**src/rtl/psum_collector.sv**
```systemverilog
// Receive-side partial-sum collector: sums NUM_ACC psums per output value,
// streams each value with its index, and counts zero-gated psums.
module psum_collector #(
   parameter int PSUM_W  = 32,
   parameter int NUM_ACC = 3,
   parameter int NUM_OUT = 16,
   parameter int IDX_W   = 4
) (
   input  logic              clk,
   input  logic              rst_n,
   input  logic              start,
   input  logic              in_valid,
   output logic              in_ready,
   input  logic [PSUM_W-1:0] in_psum,
   output logic              out_valid,
   input  logic              out_ready,
   output logic [PSUM_W-1:0] out_data,
   output logic [IDX_W-1:0]  out_index,
   output logic              busy,
   output logic              done,
   output logic [15:0]       zero_count
);

   localparam int CNT_W = (NUM_ACC > 1) ? $clog2(NUM_ACC) : 1;
   localparam logic [CNT_W-1:0] LAST_CNT = CNT_W'(NUM_ACC - 1);
   localparam logic [IDX_W-1:0] LAST_IDX = IDX_W'(NUM_OUT - 1);

   typedef enum logic [1:0] {
      IDLE  = 2'd0,
      ACCUM = 2'd1,
      EMIT  = 2'd2,
      DONE  = 2'd3
   } state_t;

   state_t            state;
   state_t            state_nxt;
   logic [PSUM_W-1:0] acc;
   logic [CNT_W-1:0]  acc_cnt;
   logic [IDX_W-1:0]  out_idx;
   logic [15:0]       zero_cnt;
   logic              in_fire;
   logic              out_fire;

   // Unsigned add evaluated one bit wider; a carry clamps to all-ones.
   function automatic logic [PSUM_W-1:0] sat_add(input logic [PSUM_W-1:0] a,
                                                 input logic [PSUM_W-1:0] b);
      logic [PSUM_W:0] sum;
      sum = {1'b0, a} + {1'b0, b};
      return sum[PSUM_W] ? {PSUM_W{1'b1}} : sum[PSUM_W-1:0];
   endfunction

   function automatic logic [15:0] sat_inc(input logic [15:0] v);
      return (v == 16'hFFFF) ? v : v + 16'd1;
   endfunction

   assign in_fire  = (state == ACCUM) && in_valid;
   assign out_fire = (state == EMIT) && out_ready;

   always_ff @(posedge clk) begin
      if (!rst_n) state <= IDLE;
      else        state <= state_nxt;
   end

   always_comb begin
      state_nxt = state;
      case (state)
         IDLE:    if (start) state_nxt = ACCUM;
         ACCUM:   if (in_fire && (acc_cnt == LAST_CNT)) state_nxt = EMIT;
         EMIT:    if (out_fire) state_nxt = (out_idx == LAST_IDX) ? DONE : ACCUM;
         DONE:    state_nxt = IDLE;
         default: state_nxt = IDLE;
      endcase
   end

   always_ff @(posedge clk) begin
      if (!rst_n) begin
         acc      <= '0;
         acc_cnt  <= '0;
         out_idx  <= '0;
         zero_cnt <= '0;
      end else begin
         if ((state == IDLE) && start) begin
            acc_cnt  <= '0;
            out_idx  <= '0;
            zero_cnt <= '0;
         end
         if (in_fire) begin
            acc     <= (acc_cnt == '0) ? in_psum : sat_add(acc, in_psum);
            acc_cnt <= acc_cnt + 1'b1;
            if (in_psum == '0) zero_cnt <= sat_inc(zero_cnt);
         end
         // The index stays on the last value through DONE and back to IDLE.
         if (out_fire && (out_idx != LAST_IDX)) begin
            out_idx <= out_idx + 1'b1;
            acc_cnt <= '0;
         end
      end
   end

   assign in_ready   = (state == ACCUM);
   assign out_valid  = (state == EMIT);
   assign out_data   = acc;
   assign out_index  = out_idx;
   assign busy       = (state != IDLE);
   assign done       = (state == DONE);
   assign zero_count = zero_cnt;

endmodule
```
**config.mk**
```make
export PLATFORM = sky130hd
export DESIGN_NAME = psum_collector
export DESIGN_NICKNAME = d
export VERILOG_FILES = /design/src/rtl/psum_collector.sv
export SDC_FILE = /design/constraint.sdc
export NUM_CORES = 1
export LEC_CHECK = 0
export CORE_MARGIN = 8
export CORE_UTILIZATION = 29
export CTS_CLUSTER_SIZE = 16
export DETAILED_ROUTE_END_ITERATION = 6
export GPL_ROUTABILITY_DRIVEN = 1
export GPL_TIMING_DRIVEN = 0
export SYNTH_ARGS = -nofsm -noshare
export SYNTH_HDL_FRONTEND = slang
export SYNTH_SLANG_ARGS = --single-unit
```
**constraint.sdc**
```tcl
create_clock -name clk -period 7.9 [get_ports clk]
set_clock_uncertainty 0.05 [all_clocks]
set_input_delay 1.58 -clock clk [delete_from_list [all_inputs] [get_ports clk]]
set_output_delay 1.58 -clock clk [all_outputs]
set_load 0.02 [all_outputs]
```
==> reports/results.tsv <==
metric	value	unit
fin util	0.378	
Post-Syn Area	0.00457	sq mm
top cells by count, synth	nand2_1 (65), dfxtp_1 (56), a21oi_1 (41)	
DR vias	4772	
largest net degree at the start of global routing	21	
unrepaired setup endpoints after global routing	false	
cts bufs inserted	5	
number of flops mapped to enable cells by yosys	0	
Core Rows	46	
Post-Syn Area per Cell	8.00	sq um
die width	142	um
Worst-Margin Slew	0.695	ns
Area contributors post-synth	dfxtp_1 (25%), ha_1 (9.9%), nand2_1 (5.3%)	
Critical Path AT	4.84	ns
Yosys warnings	0	
HPWL after detailed placement	12.2	mm
synth unique cells	68	
Final min period	4.70	ns
crit-path max FO	3	
die height	142	um
syn_nets	645	
core area	0.0157	sq mm
max-cap viol count	0	
ANT cells	0	
Critical Path Slowest Stage Cell	clkdlybuf4s50_1	
final wirelength	15.5	mm
status	finished clean	
area share of the leading cell type in the synthesized netlist	0.245	
# IOs	93	
top-count cell post-synth	nand2_1	
vias in the first global route	4624	
final hold vios	0	
first-pass GRT wire length	24.8	mm
critical path class	primary input to flip-flop	
GRT Total Usage	0.153	
CP Data Required Time	8.05	ns
CP peak stage delay	0.50	ns
Final Max Slew Viols	0	
Worst Hold Class	flip-flop to flip-flop	
Async SR Flop Fraction	0	
die area	0.0200	sq mm
IO buf count	92	
initial core utilization	0.292	
Peak VDD IR	0.0000789	V
TNS Setup	0	ns
Crit path max-delay family	compound AO/OA/AOI/OAI gates	
GRT Residual Overflow	0	
CTS root buf	clkbuf_16	
FF+latch count, synth	56	
ANT nets after route	0	
Seq/Total Area, Yosys	0.245	
Max Clk Rate	0.213	GHz
CP Capture Type	flip-flop	
Nets	744	
normalized max-slew margin	0.536	
H-tree levels	2	
DRC errors left	0	
Synth Flop Type	dfxtp_1	
initial antenna violation count	0	
fillcell total	1647	
DR vias/cell	5.38	
post-CTS setup buffers	0	
Tot Pwr	0.888	mW
CTS sink cnt	56	
CTS tree	built	
DRT iter0 DRCs	430	
Lkg Pwr	2.26	nW
post-route insts no fill	887	
CTS max path bufs	2	
Placer Congestion	0.886	
clock-pin slew on the worst setup and hold paths	0.08	ns
fin crit share	0.594	
final setup vio count	0	
# placed instances	879	
later-pin clock latency in the skew report	0.31	ns
buffers plus inverters on the worst setup path	1	
post-CTS sizing	0	
TritonRoute pass-1 iters	4	
area delta synth->final	29.4	%
post-synthesis cell count	571	
Synth area leader	dfxtp_1	
Critical Path Start Type	primary input	
CP Cell Sequence	clkdlybuf4s50_1 -> ha_1 -> fa_1 -> a211oi_2 -> o21a_1 -> o311ai_0 -> a31oi_1 -> nor4_1 -> or4_1 -> a21oi_1 -> o21ai_1	
routed wire length per instance	17.4	um
PD cells	150	mW/mm^2
hold-fix buffers at CTS	0	
layout cells sized above 1	0.0581	
-- metrics by stage --
step                      hold WS, ns  instance area (sq um)  worst slack (ns)
final                           0.426                   5910              3.20
after global routing            0.446                   5910              3.04
after CTS                       0.425                   5910              3.23
after detailed placement        0.413                   5760              2.92
after global placement          0.407                   5760              2.93
after floorplan                 0.391                   4570              3.84
-- area by class of cell --
cell class / count / area (sq um) / share of cell area
Tap cell: 216 / 270 / 0.0457
Inverter: 10 / 37.5 / 0.00635
Timing Repair Buffer: 92 / 921 / 0.156
Multi-Input combinational cell: 478 / 3270 / 0.553
Clock buffer: 5 / 125 / 0.0212
Clock inverter: 3 / 28.8 / 0.00487
Buffer: 27 / 143 / 0.0241
Sequential cell: 56 / 1120 / 0.190
-- worst register-to-register path: stages (launching register included) --
cell and delay [ns]:
dfxtp_1 0.33, ha_1 0.21, fa_1 0.44, a211oi_2 0.34, o21a_1 0.20, o311ai_0 0.21, a31oi_1 0.43, nor4_1 0.13
or4_1 0.49, a21oi_1 0.18, o21ai_1 0.09
-- cells in the final DEF (no fill, tap or decap), types with 7 or more instances in the layout --
| cell | n |
|---|---|
| a211oi_1 | 8 |
| a21boi_1 | 20 |
| a21o_1 | 14 |
| a21oi_1 | 41 |
| and3_1 | 10 |
| clkbuf_1 | 15 |
| clkdlybuf4s50_1 | 92 |
| dfxtp_1 | 56 |
| ha_1 | 36 |
| inv_1 | 10 |
| nand2_1 | 65 |
| nand3_1 | 19 |
| nand4_1 | 12 |
| nor2_1 | 36 |
| nor2b_1 | 11 |
| nor3_1 | 7 |
| nor4_1 | 11 |
| o211ai_1 | 11 |
| o21a_1 | 7 |
| o21ai_0 | 29 |
| o221ai_1 | 25 |
| o31ai_1 | 8 |
| xnor2_1 | 16 |
| xor2_1 | 8 |
-- kinds of logic after synthesis --
family / count (synthesis) / share of synthesized area
AND/OR/NAND/NOR: 202 / 0.220
multiplexers: 2 / 0.00438
XOR/XNOR: 24 / 0.0460
buffers and inverters: 37 / 0.0394
AO/OA/AOI/OAI: 213 / 0.342
flip-flops: 56 / 0.245
adder cells (fa/ha/maj): 37 / 0.103
-- where the power goes --
| part | switching, mW | leakage (nW) | internal (mW) |
|---|---|---|---|
| Sequential | 0.0158 | 0.454 | 0.298 |
| Clock | 0.127 | 0.0767 | 0.123 |
| Combinational | 0.189 | 1.73 | 0.136 |
| Total | 0.332 | 2.26 | 0.556 |
-- registers in the layout (all words and copies together), names as in the netlist --
register,flops
out_data,32
state,2
acc_cnt,2
out_index,4
zero_count,16
-- routing by layer --
metal | vias up | part of all wire | GRT usage
li1 | 2369 | - | -
met1 | 2244 | 0.47 | 0.199
met2 | 138 | 0.45 | 0.246
met3 | 21 | 0.062 | 0.0353
met4 | 0 | 0.019 | 0.0447
met5 | - | 0 | 0
-- final timing paths --
| kind | from | end | cells past startpoint | slack, ns |
|---|---|---|---|---|
| min reg2reg | out_data[20] | out_data[20] | 2 | 0.43 |
| max reg2reg | out_data[0] | out_data[30] | 10 | 4.71 |
| max | in_psum[0] | out_data[30] | 11 | 3.20 |
| min | out_data[20] | out_data[20] | 2 | 0.43 |
(Power assumes the default switching activity.)
